--- config.mk ---
export PLATFORM = sky130hd
export DESIGN_NAME = traffic_ctrl
export DESIGN_NICKNAME = d
export VERILOG_FILES = /design/src/rtl/traffic_pkg.sv /design/src/rtl/tick_gen.sv /design/src/rtl/traffic_ctrl.sv
export SDC_FILE = /design/constraint.sdc
export NUM_CORES = 1
export LEC_CHECK = 0
export ABC_AREA = 1
export BUFFER_PORTS_ARGS = -buffer_cell sky130_fd_sc_hd__buf_4
export CAP_MARGIN = 30
export CORE_ASPECT_RATIO = 0.6
export CORE_UTILIZATION = 51
export CTS_BUF_LIST = sky130_fd_sc_hd__clkbuf_8
export CTS_CLUSTER_DIAMETER = 100
export DETAILED_ROUTE_END_ITERATION = 8
export MAX_ROUTING_LAYER = met4
export PLACE_DENSITY = 0.68
export SYNTH_ARGS = -nofsm -noshare
export SYNTH_HDL_FRONTEND = slang
export SYNTH_HIERARCHICAL = 1
export SYNTH_SLANG_ARGS = --single-unit
--- constraint.sdc ---
create_clock -name clk -period 5.9 [get_ports clk]
set_clock_uncertainty 0.15 [all_clocks]
set_input_delay 0 -clock clk [delete_from_list [all_inputs] [get_ports clk]]
set_output_delay 0 -clock clk [all_outputs]
set_load 0.01 [all_outputs]
--- src/rtl/traffic_pkg.sv ---
// Shared light encodings and controller state codes for the traffic light controller.
package traffic_pkg;

  localparam logic [1:0] RED    = 2'b00;
  localparam logic [1:0] YELLOW = 2'b01;
  localparam logic [1:0] GREEN  = 2'b10;

  typedef enum logic [2:0] {
    ST_STARTUP = 3'd0,
    ST_GREEN   = 3'd1,
    ST_YELLOW  = 3'd2,
    ST_ALLRED  = 3'd3,
    ST_FLASH   = 3'd4
  } state_e;

endpackage

--- src/rtl/tick_gen.sv ---
// Free-running prescaler: one-cycle tick every TICK_DIV clocks, on the last count.
module tick_gen #(
  parameter int TICK_DIV = 50000000
) (
  input  logic clk,
  input  logic rst_n,
  output logic tick
);

  localparam int CW = $clog2(TICK_DIV);

  logic [CW-1:0] cnt_q, cnt_d;

  assign tick = (cnt_q == CW'(TICK_DIV - 1));

  always_comb begin
    cnt_d = tick ? '0 : cnt_q + CW'(1);
  end

  always_ff @(posedge clk) begin
    if (!rst_n) cnt_q <= '0;
    else        cnt_q <= cnt_d;
  end

endmodule

--- src/rtl/traffic_ctrl.sv ---
// Multi-direction traffic light controller: round-robin or demand-driven green,
// yellow/all-red clearance, and a tick-synchronous flash override.
module traffic_ctrl
  import traffic_pkg::*;
#(
  parameter int NUM_DIR  = 4,
  parameter int TICK_DIV = 50000000,
  parameter int GREEN_T  = 5,
  parameter int YELLOW_T = 1,
  parameter int ALLRED_T = 1,
  parameter int SKIP_EN  = 0,
  localparam int PW = (NUM_DIR > 1) ? $clog2(NUM_DIR) : 1
) (
  input  logic                 clk,
  input  logic                 rst_n,
  input  logic [NUM_DIR-1:0]   dir_req,
  input  logic                 flash_req,
  output logic [2*NUM_DIR-1:0] lights,
  output logic [PW-1:0]        phase,
  output logic [2:0]           state_o,
  output logic                 tick_o
);

  localparam int MAX_GY = (GREEN_T > YELLOW_T) ? GREEN_T : YELLOW_T;
  localparam int MAX_T  = (MAX_GY > ALLRED_T) ? MAX_GY : ALLRED_T;
  localparam int DW     = $clog2(MAX_T + 1);

  localparam logic [DW-1:0] D_GREEN  = DW'(GREEN_T - 1);
  localparam logic [DW-1:0] D_YELLOW = DW'(YELLOW_T - 1);
  localparam logic [DW-1:0] D_ALLRED = DW'((ALLRED_T > 0) ? ALLRED_T - 1 : 0);

  logic                 tick;
  state_e               state_q, state_d;
  logic [PW-1:0]        phase_q, phase_d;
  logic [PW-1:0]        nxt_q, nxt_d;
  logic [DW-1:0]        dwell_q, dwell_d;
  logic                 flash_q, flash_d;
  logic [2*NUM_DIR-1:0] lights_q, lights_d;
  logic [PW-1:0]        cand;
  logic [PW-1:0]        idx;

  tick_gen #(.TICK_DIV(TICK_DIV)) u_tick (
    .clk   (clk),
    .rst_n (rst_n),
    .tick  (tick)
  );

  // Descending scan so the last hit is the nearest requester after phase; phase itself comes last.
  always_comb begin
    cand = PW'((int'(phase_q) + 1) % NUM_DIR);
    idx  = '0;
    if ((SKIP_EN != 0) && (|dir_req)) begin
      for (int k = NUM_DIR; k >= 1; k--) begin
        idx = PW'((int'(phase_q) + k) % NUM_DIR);
        if (dir_req[idx]) cand = idx;
      end
    end
  end

  always_comb begin
    state_d = state_q;
    phase_d = phase_q;
    nxt_d   = nxt_q;
    dwell_d = dwell_q;
    flash_d = flash_q;
    if (tick) begin
      if (flash_req) begin
        state_d = ST_FLASH;
        flash_d = (state_q == ST_FLASH) ? ~flash_q : 1'b1;
      end else if (state_q == ST_FLASH) begin
        state_d = ST_STARTUP;
        phase_d = '0;
        nxt_d   = '0;
        dwell_d = D_YELLOW;
        flash_d = 1'b0;
      end else if (dwell_q != '0) begin
        dwell_d = dwell_q - DW'(1);
      end else begin
        case (state_q)
          ST_STARTUP: begin
            state_d = ST_GREEN;
            phase_d = '0;
            dwell_d = D_GREEN;
          end
          ST_GREEN: begin
            nxt_d   = cand;
            dwell_d = D_GREEN;
            if (cand != phase_q) begin
              state_d = ST_YELLOW;
              dwell_d = D_YELLOW;
            end
          end
          ST_YELLOW: begin
            if (ALLRED_T == 0) begin
              state_d = ST_GREEN;
              phase_d = nxt_q;
              dwell_d = D_GREEN;
            end else begin
              state_d = ST_ALLRED;
              dwell_d = D_ALLRED;
            end
          end
          ST_ALLRED: begin
            state_d = ST_GREEN;
            phase_d = nxt_q;
            dwell_d = D_GREEN;
          end
          default: begin
            state_d = ST_STARTUP;
            phase_d = '0;
            nxt_d   = '0;
            dwell_d = D_YELLOW;
          end
        endcase
      end
    end
  end

  // Lamps are decoded from next-state so the registered outputs track the state register.
  for (genvar gi = 0; gi < NUM_DIR; gi++) begin : g_lamp
    localparam logic [PW-1:0] DIR = PW'(gi);
    logic [1:0] lamp;
    always_comb begin
      lamp = RED;
      case (state_d)
        ST_STARTUP: lamp = YELLOW;
        ST_GREEN:   lamp = (phase_d == DIR) ? GREEN : RED;
        ST_YELLOW:  lamp = ((phase_d == DIR) || (nxt_d == DIR)) ? YELLOW : RED;
        ST_FLASH:   lamp = flash_d ? YELLOW : RED;
        default:    lamp = RED;
      endcase
    end
    assign lights_d[2*gi +: 2] = lamp;
  end

  always_ff @(posedge clk) begin
    if (!rst_n) begin
      state_q  <= ST_STARTUP;
      phase_q  <= '0;
      nxt_q    <= '0;
      dwell_q  <= D_YELLOW;
      flash_q  <= 1'b0;
      lights_q <= {NUM_DIR{YELLOW}};
    end else begin
      state_q  <= state_d;
      phase_q  <= phase_d;
      nxt_q    <= nxt_d;
      dwell_q  <= dwell_d;
      flash_q  <= flash_d;
      lights_q <= lights_d;
    end
  end

  assign lights  = lights_q;
  assign phase   = phase_q;
  assign state_o = state_q;
  assign tick_o  = tick;

endmodule

**Word-level counts from Yosys, hierarchy flattened**

Index checks and enable logic that the tools add are counted.

- Memory bits (writable): 0
- Logic and storage cells: 79
- Latch bits: 0
- Input port bits: 7
- Output and inout bits: 14
- Flip-flop bits (word level): 45
- Memory bits (read-only): 0
- Memories kept: 0

- Reduce and logical (&&, ||, !) cells: 14
- Divide/modulo/power cells: 0
- $add $sub $neg: 3
- Bitwise logic cells: 3
- Multiplexer cells: 37
- Magnitude comparators: 0
- Equality and inequality tests: 15
- Multiply operators: 0
- Shifts and indexed selects: 0

Operators with widths:

| operator | number |
|---|---|
| 2-bit case mux with 4 select lines | 4 |
| 26-bit by 1-bit adder with 26-bit output (second input constant) | 1 |
| 26-bit equality test (second input constant) | 1 |
| 2-bit two-way mux | 12 |
| 3-bit two-way mux | 8 |
| 3-bit by 2-bit equality test with 1-bit output (second input constant) | 3 |
| 1-bit two-way mux | 9 |
| 3-bit case mux with 3 select lines | 1 |
| 2-bit equality test (second input constant) | 4 |
| 2-bit case mux with 2 select lines | 2 |
| 3-bit by 1-bit equality test with 1-bit output (second input constant) | 2 |
| 3-bit equality test (second input constant) | 2 |
| 3-bit logical NOT | 2 |
| 3-bit case mux with 2 select lines | 1 |
| 2-bit OR reduction | 3 |
| 2-bit by 1-bit equality test with 1-bit output (second input constant) | 2 |
| 2-bit logical NOT | 2 |
| 1-bit logical OR | 4 |
| 1-bit NOT | 3 |
| 3-bit nonzero test | 1 |
| 3-bit OR reduction | 1 |
| 3-bit by 1-bit subtractor with 3-bit output (second input constant) | 1 |
| 2-bit by 1-bit adder with 2-bit output (second input constant) | 1 |
| 2-bit != test | 1 |
| 2-bit AND reduction | 1 |

**Depth between registers and ports, before layout**

- Depth after elaboration: 11
- Gate-level depth with buffers: 18
- Depth with buffers taken out: 18

**Hierarchy**

Netlist, hierarchy kept.

By module, submodules not included:

| module | cells an instance | seq. area each (µm²) | area an instance (µm²) | instances |
|---|---|---|---|---|
| tick_gen | 212 | 520.5 | 1396.3 | 1 |
| traffic_ctrl | 149 | 380.4 | 988.4 | 1 |

**Worst setup path after synthesis**

Ideal clock, no wire load.

- Kind: reg-to-reg
- From: register u_tick.cnt_q[0]
- To: register lights_q[0] (netlist: lights[0])
- Stages on the path, launching flop included: 19
- Buffers on the path: 0
- Slack: 2.945 ns
- Data required time: 5.630 ns
- Library setup time: 0.120 ns
- Arrival time: 2.685 ns
- Clock period less this slack: 2.955 ns
- Cell sequence: dfxtp_1 ha_1 nand2_2 nor2_4 nand2_4 inv_1 nand2_1 nor4_1 nand2_2 clkinv_4 nand4_1 nand2_2 nand2_1 nand2_1 inv_1 nand2_1 nand2_1 nand2_1 nand3_1

- Cells in the longest elaborated chain, start to end: 6
- Elaborated cells between the ends (all ways): 15
- Classes of those cells: eq/ne (4); mux (7); reduce/logical (4)

Ends and longest elaborated chain:

| what | RTL line | text |
|---|---|---|
| start, declared | tick_gen.sv:12 | `logic [CW-1:0] cnt_q, cnt_d;` |
| start signal, assigned | tick_gen.sv:22 | `else cnt_q <= cnt_d;` |
| 26-bit equality test * | tick_gen.sv:14 | `assign tick = (cnt_q == CW'(TICK_DIV - 1));` |
| named net tick_o | traffic_ctrl.sv:21 | `output logic tick_o` |
| 2-bit two-way mux | traffic_ctrl.sv:66 | `if (tick) begin` |
| 2-bit logical NOT | traffic_ctrl.sv:128 | `ST_YELLOW: lamp = ((phase_d == DIR) \|\| (nxt_d == DIR)) ? YELLOW : RED;` |
| 1-bit logical OR | traffic_ctrl.sv:128 |  |
| 1-bit two-way mux | traffic_ctrl.sv:128 |  |
| 2-bit case mux with 4 select lines * | traffic_ctrl.sv:125 | `case (state_d)` |
| end signal, assigned | traffic_ctrl.sv:143 | `lights_q <= {NUM_DIR{YELLOW}};` |
| end signal, assigned | traffic_ctrl.sv:150 | `lights_q <= lights_d;` |
| end, declared | traffic_ctrl.sv:38 | `logic [2*NUM_DIR-1:0] lights_q, lights_d;` |

The timed path passes the listed nets; every way through them passes the cells marked *.
A chain may end at the register's enable or synchronous reset.

**Worst setup path in the final report**

- From: register u_tick.cnt_q[0]
- To: register lights_q[4] (netlist: lights[4])

- Cells in the longest elaborated chain, start to end: 6
- Elaborated cells between the ends (all ways): 15
- Classes of those cells: eq/ne (6); mux (7); reduce/logical (2)

Ends and longest elaborated chain:

| what | RTL line |
|---|---|
| 26-bit equality test * | tick_gen.sv:14 |
| 2-bit two-way mux | traffic_ctrl.sv:66 |
| 2-bit equality test | traffic_ctrl.sv:128 |
| 1-bit logical OR | traffic_ctrl.sv:128 |
| 1-bit two-way mux | traffic_ctrl.sv:128 |
| 2-bit case mux with 4 select lines * | traffic_ctrl.sv:125 |

Mark *: on every way between the ends. The rest lies on a longest branch, timed or not.

==> summary.md <==
| Metric | Value |
|---|---|
| Design Area, Final | 2700 µm² |
| Fin Setup TNS | 0 ps |
| Outcome | complete, no violations |
| Crit path kind | reg -> reg |
| Critical Path Fanout Max | 8 |
| Worst Tran Pin Value | about 460 ps |
| Initial Util | 55.4% |
| TritonCTS clock tree | done |
| Post-synthesis register bit count | 45 |
| CTS sink cnt | 45 |
| Final period utilization | a little under half |
| CTS clk-pin slew, worst paths | around 90 ps |
| WL per Instance | 12.1 µm |
| Mean Syn Cell Area | 6.61 µm² |
| Critical R2R Launch | u_tick/cnt_q[0] |
| Async SR Flop Fraction | 0% |
| DR DRC count | 0 |
| Post-synthesis compound-gate area fraction | ~5% |
| Root Driver | clkbuf_8 |
| Die width | 90.3 µm |
| Type of origin of the critical path | flop |
| Clock power share | between 40% and 50% |
| Postcts setup bufs | 0 |
| Sw Ratio | about a fifth |
| Peak VDD IR | ~0.00011 V |
| Gate power share | around 2.1% |
| Syn_nets | 369 |
| Post-synthesis cell area | between 2000 and 2500 µm² |
| PortBufs | 16 |
| Post-synthesis adder-cell area fraction | 0.525% |
| RePlAce Congestion | 0.888 |
| Synth Area in Simple Gates | between 40 and 50% |
| CTS Buf Count | 5 |
| Leakage | 0.00110 µW |
| Post-Place Worst Slack | between 3000 and 4000 ps |
| Initial antenna violation count | 0 |
| Final global-route overflow total | 0 |
| Reg2reg path depth | 16 |
| Ys Warns | 6 |
| Period minus WS final | ~2700 ps |
| DIE AREA | a little under 5000 µm² |
| Number of global-route vias before repair | between 1,500 and 2,000 |
| Unrepaired setup endpoints after global routing | no |
| Chip Height | 55.0 µm |
| Xor-xnor portion of the synthesized cell area | between 4 and 5% |
| Drt first-iter violations | approximately 160 |
| Min Hold Slack | around 300 ps |
| Antenna viol nets, final | 0 |
| Critical path data required time | ~6000 ps |
| IO Pins | 21 |
| Area grow syn2layout | 13.0% |
| DP Area | between 2000 and 3000 µm² |
| Register share of total power | around 55% |
| Count of cell types in the netlist | 31 |
| Vias per inst | 4.89 |
| Reported max-cap violation count | 0 |
| Hold depth | 1 |
| H-tree depth | 2 |
| Inserted Diodes | 0 |
| Fin. max-slew vios | 0 |
| Synthesized instance count | approximately 360 |
| Post-synthesis mux area share | 0% |
| Number of flops mapped to enable cells by yosys | 0 |
| FF-to-FF End | lights[4] |
| Critical path endpoint category | flop |
| Total GRT Usage | between 20% and 30% |
| Core Box Area | ~4300 µm² |
| Hold path start | u_tick/cnt_q[0] |
| Nets@finish | 392 |
| Largest family of logic cells by synthesized area | simple AND/OR/NAND/NOR gates |
| P_sw | roughly 120 µW |
| Seq/Total Area, Yosys | a little under two fifths |
| Drt first pass iters | 4 |
| Max Clk Rate | ~370 MHz |
| Worst skew pair latency | roughly 300 ps |
| Rel. slew slack | 68.8% |
| Hold EP | u_tick/cnt_q[0] |
| Detail Placement HPWL | between 4000 and 5000 µm |
| Row cnt | 18 |
| Main synth FF type | dfxtp_1 |
| HP Class | reg -> reg |
| Pwr dens | 206 nW/µm² |
| Global-route wire length before repair | 8870 µm |
| Final hold vios | 0 |
| WL final | 5400 µm |
| Largest net degree at the start of global routing | 24 |
| Layout cells sized above 1 | 14.5% |
| R2R Setup Slk | approximately 3200 ps |
| Worst Setup Slack, final | 3200 ps |
| CTS max path bufs | 2 |
| Pint | around 440 µW |
| Final setup violation count | 0 |
| Vias | around 2,200 |
| Crit path DAT | approximately 2800 ps |
## power by group through the flow
stage,registers [µW],clock network (µW),logic (µW)
2_1_floorplan,313,0,8.25
3_3_place_gp,314,0,10.7
3_5_place_dp,314,0,10.9
4_1_cts,306,240,11.9
5_1_grt,307,252,13.3
6_report,306,236,11.7
## routing by layer
metal	up-vias	GRT usage [%]	wire length, µm
met5	-	-	0
met3	2	5.19	484
li1	1164	-	-
met2	58	29.3	1800
met4	0	5.91	13
met1	952	39.0	3100
## cells by family (layout without fill, tap and decap cells)
group | count (synthesis) | after routing
xor gates and xnor gates | 12 | 12
DFF | 45 | 45
AOI/OAI and AO/OA | 20 | 20
buffers and inverters | 42 | 66
and+or+nand+nor | 241 | 241
adders and majority gates | 1 | 1
## critical path, stage by stage, from the launching register on
cell,delay [ps]
dfxtp_1,360
ha_1,200
nand2_2,90
nor2_4,200
nand2_4,110
inv_1,60
nand2_1,40
nor4_1,170
buf_4,200
nand2_2,140
clkinv_4,120
nand2_1,70
o21ai_0,190
nand3_1,160
nor2_2,230
nand2_1,80
nand3_1,70
## sequential cells by signal (all words and copies together), names as in the netlist
name,flops
dwell_q,3
flash_q,1
lights,8
nxt_q,2
phase,2
state_o,3
u_tick/cnt_q,26
## cell type report
type | count | area [µm²]
fillers | 411 | 1610
multi-input cells | 274 | 1300
flip-flops and latches | 45 | 901
inverters | 39 | 154
repair buffers | 19 | 148
well taps | 60 | 75.1
clock buffers | 5 | 68.8
clock inverters | 3 | 46.3
## layout by cell type, fill, tap and decap left out, types with 5 or more instances in the layout
cell / synthesis / layout
xnor2_1: 10 / 10
nand3_1: 26 / 26
nand2_2: 7 / 7
nor2_2: 6 / 6
clkbuf_8: 0 / 5
a21oi_1: 12 / 12
dfxtp_1: 45 / 45
nand2_1: 106 / 106
buf_4: 0 / 17
inv_1: 34 / 34
nor2_1: 75 / 75
## repair_timing
item | 4_1_cts | 5_1_grt
resized for setup | 0 | 0
hold endpoints to repair | 10 | 0
hold buffers | 2 | 0
## synthesized netlist by cell type (all sizes together) (2+ instances only)
cell type    n  area share [%]
nand2      115              19
nor2        85              15
dfxtp       45              38
inv         37             5.9
nand3       30             7.1
a21oi       12             2.5
xnor2       10             3.7
o21ai        4            0.84
and2         3            0.79
buf          3             1.2
nand4        3            0.79
clkinv       2            0.52
o211ai       2            0.84
or2          2            0.52
xor2         2            0.73
## worst max path at each step
stage / depth (start not counted) / startpoint / slack [ps] / to
final: 16 / u_tick/cnt_q[0] / 3200 / lights[4]
after global routing: 16 / u_tick/cnt_q[0] / 2890 / lights[4]
after CTS: 16 / u_tick/cnt_q[0] / 3210 / lights[4]
after detailed placement: 16 / u_tick/cnt_q[0] / 3250 / lights[4]
after global placement: 19 / u_tick/cnt_q[0] / 3250 / lights[2]
after floorplan: 18 / u_tick/cnt_q[0] / 2950 / lights[0]
## stage by stage
| step | utilization (%) | instances | power, µW |
|---|---|---|---|
| 6_report | 62.7 | 445 | 554 |
| 2_1_floorplan | - | 361 | 322 |
| 4_1_cts | 62.7 | 445 | 559 |
| 3_5_place_dp | 59.5 | 435 | 324 |
| 3_3_place_gp | 59.5 | 435 | 324 |
| 5_1_grt | 62.7 | 445 | 572 |
Power figures use the tool's default switching activity.
